[config.mk]
export PLATFORM = sky130hd
export DESIGN_NAME = multicycle_main_control
export DESIGN_NICKNAME = d
export VERILOG_FILES = /design/src/rtl/multicycle_main_control.sv
export SDC_FILE = /design/constraint.sdc
export NUM_CORES = 1
export LEC_CHECK = 0
export CAP_MARGIN = 40
export CORE_ASPECT_RATIO = 1.2
export CORE_MARGIN = 1.5
export CORE_UTILIZATION = 45
export DETAILED_ROUTE_END_ITERATION = 10
export GPL_TIMING_DRIVEN = 0
export PLACE_DENSITY = 0.78
export RECOVER_POWER = 50
export SLEW_MARGIN = 5
export SYNTH_ARGS = -nofsm -noshare
export SYNTH_HDL_FRONTEND = slang
export SYNTH_SLANG_ARGS = --single-unit
[constraint.sdc]
create_clock -name clk -period 4.4 [get_ports clk]
set_input_delay 0.44 -clock clk [delete_from_list [all_inputs] [get_ports clk]]
set_output_delay 0.44 -clock clk [all_outputs]
set_load 0.02 [all_outputs]
[src/rtl/multicycle_main_control.sv]
// Main control FSM for the multicycle MIPS datapath: sequences fetch, decode,
// execute, memory and writeback, stalls memory states on mem_ready, counts
// retired instructions and flags undefined opcodes.
module multicycle_main_control #(
    parameter int unsigned CNT_W    = 16,
    parameter logic [5:0]  OP_RTYPE = 6'h00,
    parameter logic [5:0]  OP_LW    = 6'h23,
    parameter logic [5:0]  OP_SW    = 6'h2B,
    parameter logic [5:0]  OP_BEQ   = 6'h04,
    parameter logic [5:0]  OP_J     = 6'h02,
    parameter logic [5:0]  OP_ADDI  = 6'h08
) (
    input  logic             clk,
    input  logic             rst_n,
    input  logic [5:0]       opcode,
    input  logic             mem_ready,
    output logic             PCWrite,
    output logic             PCWriteCond,
    output logic             IRWrite,
    output logic             MemRead,
    output logic             MemWrite,
    output logic             RegWrite,
    output logic             IorD,
    output logic             MemtoReg,
    output logic             RegDst,
    output logic             ALUSrcA,
    output logic             addi,
    output logic [1:0]       ALUSrcB,
    output logic [1:0]       PCSource,
    output logic [1:0]       ALUop,
    output logic [3:0]       state,
    output logic             illegal_op,
    output logic             instr_retired,
    output logic [CNT_W-1:0] retire_count
);

    typedef enum logic [3:0] {
        StFetch    = 4'd0,
        StDecode   = 4'd1,
        StMemAddr  = 4'd2,
        StMemRead  = 4'd3,
        StMemWb    = 4'd4,
        StMemWrite = 4'd5,
        StExec     = 4'd6,
        StRComp    = 4'd7,
        StBranch   = 4'd8,
        StJump     = 4'd9,
        StAddiExec = 4'd10,
        StAddiWb   = 4'd11
    } state_e;

    state_e           state_q, state_d;
    logic             illegal_q, illegal_d;
    logic [CNT_W-1:0] count_q, count_d;
    logic             retire;

    // State, illegal-opcode pulse and retire counter; reset wins and aborts any instruction.
    always_ff @(posedge clk) begin
        if (!rst_n) begin
            state_q   <= StFetch;
            illegal_q <= 1'b0;
            count_q   <= '0;
        end else begin
            state_q   <= state_d;
            illegal_q <= illegal_d;
            count_q   <= count_d;
        end
    end

    // Next-state decode and retire detection.
    always_comb begin
        state_d   = StFetch;
        illegal_d = 1'b0;
        unique case (state_q)
            StFetch:    state_d = mem_ready ? StDecode : StFetch;
            StDecode: begin
                if (opcode == OP_RTYPE) begin
                    state_d = StExec;
                end else if (opcode == OP_LW || opcode == OP_SW) begin
                    state_d = StMemAddr;
                end else if (opcode == OP_BEQ) begin
                    state_d = StBranch;
                end else if (opcode == OP_J) begin
                    state_d = StJump;
                end else if (opcode == OP_ADDI) begin
                    state_d = StAddiExec;
                end else begin
                    state_d   = StFetch;
                    illegal_d = 1'b1;
                end
            end
            StMemAddr: begin
                if (opcode == OP_LW) begin
                    state_d = StMemRead;
                end else if (opcode == OP_SW) begin
                    state_d = StMemWrite;
                end else begin
                    state_d = StFetch;
                end
            end
            StMemRead:  state_d = mem_ready ? StMemWb : StMemRead;
            StMemWrite: state_d = mem_ready ? StFetch : StMemWrite;
            StExec:     state_d = StRComp;
            StAddiExec: state_d = StAddiWb;
            default:    state_d = StFetch;
        endcase

        retire = 1'b0;
        unique case (state_q)
            StMemWb, StRComp, StBranch, StJump, StAddiWb: retire = 1'b1;
            StMemWrite: retire = mem_ready;
            default:    retire = 1'b0;
        endcase
        // An instruction caught by reset never retires.
        retire  = retire & rst_n;
        count_d = retire ? count_q + CNT_W'(1) : count_q;
    end

    // Moore output decode; write strobes are masked while reset is asserted.
    always_comb begin
        PCWrite     = 1'b0;
        PCWriteCond = 1'b0;
        IRWrite     = 1'b0;
        MemRead     = 1'b0;
        MemWrite    = 1'b0;
        RegWrite    = 1'b0;
        IorD        = 1'b0;
        MemtoReg    = 1'b0;
        RegDst      = 1'b0;
        ALUSrcA     = 1'b0;
        addi        = 1'b0;
        ALUSrcB     = 2'b00;
        PCSource    = 2'b00;
        ALUop       = 2'b00;
        unique case (state_q)
            StFetch: begin
                MemRead = 1'b1;
                IRWrite = mem_ready;
                PCWrite = mem_ready;
                ALUSrcB = 2'b01;
            end
            StDecode:   ALUSrcB = 2'b11;
            StMemAddr: begin
                ALUSrcA = 1'b1;
                ALUSrcB = 2'b10;
            end
            StMemRead: begin
                MemRead = 1'b1;
                IorD    = 1'b1;
            end
            StMemWb: begin
                RegWrite = 1'b1;
                MemtoReg = 1'b1;
            end
            StMemWrite: begin
                MemWrite = 1'b1;
                IorD     = 1'b1;
            end
            StExec: begin
                ALUSrcA = 1'b1;
                ALUop   = 2'b10;
            end
            StRComp: begin
                RegWrite = 1'b1;
                RegDst   = 1'b1;
            end
            StBranch: begin
                ALUSrcA     = 1'b1;
                ALUop       = 2'b01;
                PCWriteCond = 1'b1;
                PCSource    = 2'b01;
            end
            StJump: begin
                PCWrite  = 1'b1;
                PCSource = 2'b10;
            end
            StAddiExec: begin
                ALUSrcA = 1'b1;
                ALUSrcB = 2'b10;
                ALUop   = 2'b10;
                addi    = 1'b1;
            end
            StAddiWb:   RegWrite = 1'b1;
            default:    ;
        endcase
        if (!rst_n) begin
            PCWrite     = 1'b0;
            PCWriteCond = 1'b0;
            IRWrite     = 1'b0;
            MemWrite    = 1'b0;
            RegWrite    = 1'b0;
        end
    end

    assign state         = state_q;
    assign illegal_op    = illegal_q;
    assign instr_retired = retire;
    assign retire_count  = count_q;

endmodule

==> results by group, run 1 <==
Clocking
  – CTS buffer count: 3
  – # resized after CTS: 0
  – Clock latency on the worst-skew pair: 310 ps
  – CTS tree: done
  – H-tree depth: 1
  – Setup Fix Bufs, Post-CTS: 0
  – Root Buffer: clkbuf_4
  – CTS Sinks: 21
  – CTS Hold Bufs: 0
  – CTS clk-pin slew, worst paths: 130 ps
  – Max clock buf depth: 2

Route
  – Via count: 1614
  – Total routed wirelength: 3994 microns
  – ANT nets after route: 0
  – DR WL/cell: 14.74 microns
  – # DRC: 0
  – Detailed Routing Iterations Pass 1: 4
  – Mean number of vias per cell: 5.956
  – Drt initial violations: 65

Power and ir drop
  – Cell Pwr Density: 169.4 mW/mm^2
  – Leakage power: 0.6930 nW
  – Max IR drop VDD: 0.1282 mV

Synth
  – Synth warn: 0
  – Fraction of registers with async set/reset: 0%
  – Mapped Nets: 194
  – #FFs+latches synth: 21
  – Seq/Total Area, Yosys: 27.98%
  – Post-Syn Area: 0.001503 sq mm
  – Syn_area_per_cell: 8.167 sq um
  – Synth Flop Type: dfxtp_1
  – Number of synthesized flops with an enable pin: 0
  – Synth Instances: 184
  – Unique masters post-synth: 47

Worst setup path
  – Max stage delay on crit path: 680 ps
  – CP arrival: 2950 ps
  – CP Launch Type: input pin
  – Crit-path leading delay family: buffers and inverters
  – Slowest stage cell, crit path: a21oi_1
  – Crit end category: output pin
  – Crit Path Category: input pin to output pin
  – Worst path bufs/invs: 3
  – Critical path cell sequence: dlygate4sd3_1 > or3b_1 > a21oi_1 > buf_6 > nor2_1 > clkdlybuf4s50_1
  – CP required: 3960 ps
  – Critical-path maximum fanout: 10

STA
  – Final worst path period need: 3392 ps
  – Setup violators final: 0
  – Final worst path period share: 77.10%
  – Clock Skews: 2.530 ps
  – Setup TNS: 0 ps
  – Unrepaired setup endpoints after global routing: no
  – FMAX: 294.8 MHz
  – Slew Viols, Final: 0
  – Endpoints failing hold: 0
  – Rel. slew slack: 45.28%
  – Final hold slack: 502.3 ps
  – Worst-Margin Slew: 820.8 ps

Finish
  – Highest-count cells in the layout ignoring fill and taps: 25 x clkdlybuf4s50_1, 22 x a21oi_1, 22 x dlygate4sd3_1, 21 x dfxtp_1, 15 x nand2_1
  – Most common library cell in the layout ignoring fill and taps: clkdlybuf4s50_1
  – N_diodes: 0
  – Post-Route Utilization: 64.96%
  – Area Growth Syn to Fin: 34.47%
  – Share of cells above drive strength 1: 10.21%
  – Fin nets: 246
  – Number of fill cells: 290

Outcome
  – Status: finished clean

Global route
  – Largest net degree at the start of global routing: 13
  – Tot GR Track Use: 22.52%
  – M2 GR Usage: 41.82%
  – Routing usage on met1: 24.23%
  – Total gr overflow: 0
  – Initial antenna violation count: 0
  – GR Util met3: 3.131%
  – First-pass GRT wire length: 6686 microns
  – Grt peak-use layer: met2
  – Vias in the first global route: 1548

Hold path
  – Hold crit path type: register to register

Floorplan
  – Die area: 0.003696 sq mm
  – Initial Util: 48.31%
  – Die Y-Extent: 66.30 microns
  – IO Pins: 48
  – FP Rows: 22
  – Area of the core: 0.003110 sq mm
  – Horiz. Die Dim: 55.75 microns

Run
  – Max-Cap Viols: 0

Place
  – Hpwl dp: 3013 microns
  – Routability cong.: 0.8098
  – Port bufs: 47
[flip-flops by register name, indices dropped and copies added, names as in the netlist]
name and cells:
illegal_op 1, retire_count 16, state 4
[synth_stat cells, types with 5 or more instances]
master | instances | area [sq um]
a21oi_1 | 21 | 105.1
buf_6 | 5 | 56.30
clkbuf_1 | 7 | 26.28
dfxtp_1 | 21 | 420.4
mux2i_1 | 5 | 50.05
nand2_1 | 15 | 56.30
nand2b_1 | 8 | 50.05
nor2_1 | 9 | 33.78
nor3_1 | 7 | 35.03
o31ai_1 | 8 | 60.06
or4_1 | 9 | 67.56
[cells by family after synthesis]
| group | count (synthesis) | share of synthesized area, % |
|---|---|---|
| buffers and inverters | 19 | 8.243 |
| multiplexers | 5 | 3.331 |
| adder cells (fa/ha/maj) | 1 | 0.8325 |
| flip-flops | 21 | 27.98 |
| AO/OA/AOI/OAI | 48 | 20.90 |
| AND/OR/NAND/NOR | 88 | 37.55 |
| XOR/XNOR | 2 | 1.166 |
[routing by layer]
layer | wire length (microns) | part of all wire (%)
met5 | 0 | 0
met4 | 44 | 1.1
met3 | 181 | 4.5
met2 | 2123 | 53
met1 | 1644 | 41
[worst reg2reg max path: stages (launching register included)]
cell and delay (ps):
dfxtp_1 350, buf_4 150, or3b_1 380, a21oi_1 680
clkbuf_1 500, nor4_2 130, mux2i_1 150
[layout make-up]
cell class	instances	area [sq um]	share of cell area [%]
repair buffers	47	470.5	23.28
clock buffers	3	22.52	1.115
flip-flops and latches	21	420.4	20.80
clock inverters	1	5.005	0.2477
well taps	36	45.04	2.229
plain buffers	16	101.3	5.015
inverters	3	11.26	0.5573
multi-input cells	144	944.7	46.75
[per-stage QoR]
stage                     cells  total power [mW]  setup WS [ps]  cell area (sq um)
after floorplan             184            0.2260           2334               1503
after global placement      267            0.2480           1503               2018
after detailed placement    267            0.2492           1496               2018
after CTS                   271            0.3461           1484               2046
after global routing        271            0.3576          842.9               2021
final                       271            0.3423           1008               2021
[final timing paths]
path                                       start          endpoint  slack, ps  depth (start not counted)
worst max-delay path                   mem_ready     instr_retired       1010                          6
worst min-delay path            retire_count[12]  retire_count[12]        500                          2
worst max register to register          state[0]  retire_count[15]       1970                          6
worst min register to register  retire_count[12]  retire_count[12]        500                          2
[where the power goes]
| group | switching [mW] | internal [mW] |
|---|---|---|
| sequential | 0.000572 | 0.191 |
| combinational | 0.0282 | 0.0233 |
| clock | 0.0650 | 0.0339 |
(Power assumes the default switching activity.)
==> run 2: changes to the inputs <==
Clock period 4.4 ns to 3.4 ns, I/O delays scaled along.
==> run 2 against run 1 <==
Effect of this change:
- routed wire length up 1.4%
- final cell count unchanged
- sequential share of layout area up 0.22 points
- utilization down 0.68 points
- clock power up 33%
- via count down 1.1%
- combinational power up 28%
- largest power group unchanged
==> results by group, run 2 (synthesis gave the netlist of run 1 again) <==
Finish
  – Max FFs per register: 16 (unchanged)
  – N_diodes: 0 (unchanged)
  – Fin nets: 246 (unchanged)
  – Most common library cell in the layout ignoring fill and taps: clkdlybuf4s50_1
  – Area Growth Syn to Fin: 33.06%
  – Share of cells above drive strength 1: 9.362% (-0.85 points)
  – Highest-count cells in the layout ignoring fill and taps: 27 x clkdlybuf4s50_1, 21 x a21oi_1, 21 x dfxtp_1, 20 x dlygate4sd3_1, 15 x nand2_1

Place
  – Routability cong.: 0.8098 (unchanged)
  – Port bufs: 47 (unchanged)
  – Hpwl dp: 3013 microns (unchanged)

Floorplan
  – FP Rows: 22 (unchanged)
  – Die area: 0.003696 sq mm (unchanged)
  – Initial Util: 48.31% (unchanged)
  – Horiz. Die Dim: 55.75 microns (unchanged)
  – IO Pins: 48 (unchanged)
  – Area of the core: 0.003110 sq mm (unchanged)
  – Die Y-Extent: 66.30 microns (unchanged)

Route
  – Mean number of vias per cell: 5.893 (-1.1%)
  – DR WL/cell: 14.94 microns (+1.4%)
  – # DRC: 0 (unchanged)
  – ANT nets after route: 0 (unchanged)
  – Detailed Routing Iterations Pass 1: 4 (unchanged)
  – Total routed wirelength: 4050 microns (+1.4%)
  – Drt initial violations: 46 (-29%)
  – Via count: 1597 (-1.1%)

STA
  – Rel. slew slack: 57.79% (+13 points)
  – Final hold slack: 504.3 ps (+1.964 ps)
  – FMAX: 365.0 MHz
  – Setup violators final: 0 (unchanged)
  – Clock Skews: 1.351 ps (-1.179 ps)
  – Final worst path period need: 2740 ps
  – Slew Viols, Final: 0 (unchanged)
  – Unrepaired setup endpoints after global routing: no
  – Setup TNS: 0 ps (unchanged)
  – Final worst path period share: 80.58%
  – Worst-Margin Slew: 624.3 ps (-196.6 ps)
  – Endpoints failing hold: 0 (unchanged)

Hold path
  – Hold crit path type: register to register
  – Min-delay src: retire_count[12]
  – Hold Crit Endpoint: retire_count[12]
  – Hold Path Cell Cnt: 2 (unchanged)

Clocking
  – H-tree depth: 1 (unchanged)
  – CTS Sinks: 21 (unchanged)
  – # resized after CTS: 0 (unchanged)
  – CTS buffer count: 3 (unchanged)
  – CTS Hold Bufs: 0 (unchanged)
  – Clock latency on the worst-skew pair: 310 ps (about the same)
  – Max clock buf depth: 2 (unchanged)
  – Setup Fix Bufs, Post-CTS: 0 (unchanged)
  – Root Buffer: clkbuf_4
  – CTS clk-pin slew, worst paths: 130 ps (about the same)
  – CTS tree: done

Worst setup path
  – Reg-to-reg setup timing slack: 1230 ps (-740 ps)
  – Crit Reg-Reg Startpoint: state[3]
  – Max stage delay on crit path: 550 ps (-130 ps)
  – Crit end category: output pin
  – CP arrival: 2400 ps (-550 ps)
  – Critical path cell sequence: clkdlybuf4s50_1 > or3b_4 > a21oi_4 > buf_6 > nor2_1 > clkdlybuf4s50_1
  – R2R depth: 5 (-1)
  – FF-to-FF End: retire_count[10]
  – Slowest stage cell, crit path: clkdlybuf4s50_1
  – CP Launch Type: input pin
  – Crit Path Category: input pin to output pin
  – Critical-path maximum fanout: 10 (unchanged)
  – CP required: 3060 ps (-900 ps)
  – Cell mode on critical path: clkdlybuf4s50_1

Global route
  – Total gr overflow: 0 (unchanged)
  – Vias in the first global route: 1548 (unchanged)
  – First-pass GRT wire length: 6686 microns (unchanged)
  – Initial antenna violation count: 0 (unchanged)
  – Tot GR Track Use: 22.52% (unchanged)
  – Largest net degree at the start of global routing: 13 (unchanged)

Power and ir drop
  – Max IR drop VDD: 0.1672 mV (+30%)
  – Cell Pwr Density: 223.0 mW/mm^2 (+32%)
  – Leakage power: 0.6907 nW (-0.33%)

Run
  – Max-Cap Viols: 0 (unchanged)

Outcome
  – Status: finished clean
run 2: stage by stage:
stage	util (%)	cells	worst slack (ps)	total power, mW	area [sq um]
after floorplan	-	184	1434	0.2924	1503
after global placement	64.88	267	702.7	0.3209	2018
after detailed placement	64.88	267	695.9	0.3225	2018
after CTS	65.77	271	684.3	0.4478	2046
after global routing	64.28	271	503.0	0.4618	1999
final	64.28	271	660.2	0.4459	1999
run 2: layout make-up:
cell class / instances / area (sq um)
plain buffers: 16 / 101.3
clock buffers: 3 / 22.52
clock inverters: 1 / 5.005
fillers: 291 / 1111
inverters: 3 / 11.26
multi-input cells: 144 / 923.4
flip-flops and latches: 21 / 420.4
well taps: 36 / 45.04
repair buffers: 47 / 470.5
run 2: worst max-delay path, delay by kind of cell:
family / cells / cell delay [ps]
buffers and inverters: 3 / 1240
and+or+nand+nor: 2 / 490
AOI/OAI and AO/OA: 1 / 330
run 2: power by group:
part	total [mW]	internal [mW]	switching, mW
logic	0.0659	0.0295	0.0363
registers	0.248	0.248	0.000753
clock network	0.132	0.0440	0.0877
total	0.446	0.321	0.125
run 2: worst max-delay path by stage:
| stage | from | end | slack [ps] | cells after the start |
|---|---|---|---|---|
| 3_3_place_gp | mem_ready | instr_retired | 700 | 6 |
| 5_1_grt | state[3] | PCWrite | 500 | 5 |
| 2_1_floorplan | state[3] | PCSource[0] | 1430 | 5 |
| 4_1_cts | mem_ready | instr_retired | 680 | 6 |
| 3_5_place_dp | mem_ready | instr_retired | 700 | 6 |
| 6_report | mem_ready | instr_retired | 660 | 6 |
run 2: per-layer routing:
metal	track usage, %	share of wire (%)	vias up
met5	0	0	-
met4	13.11	1.6	0
met3	3.131	4.1	6
met2	41.82	52	43
met1	24.23	42	756
li1	-	-	792
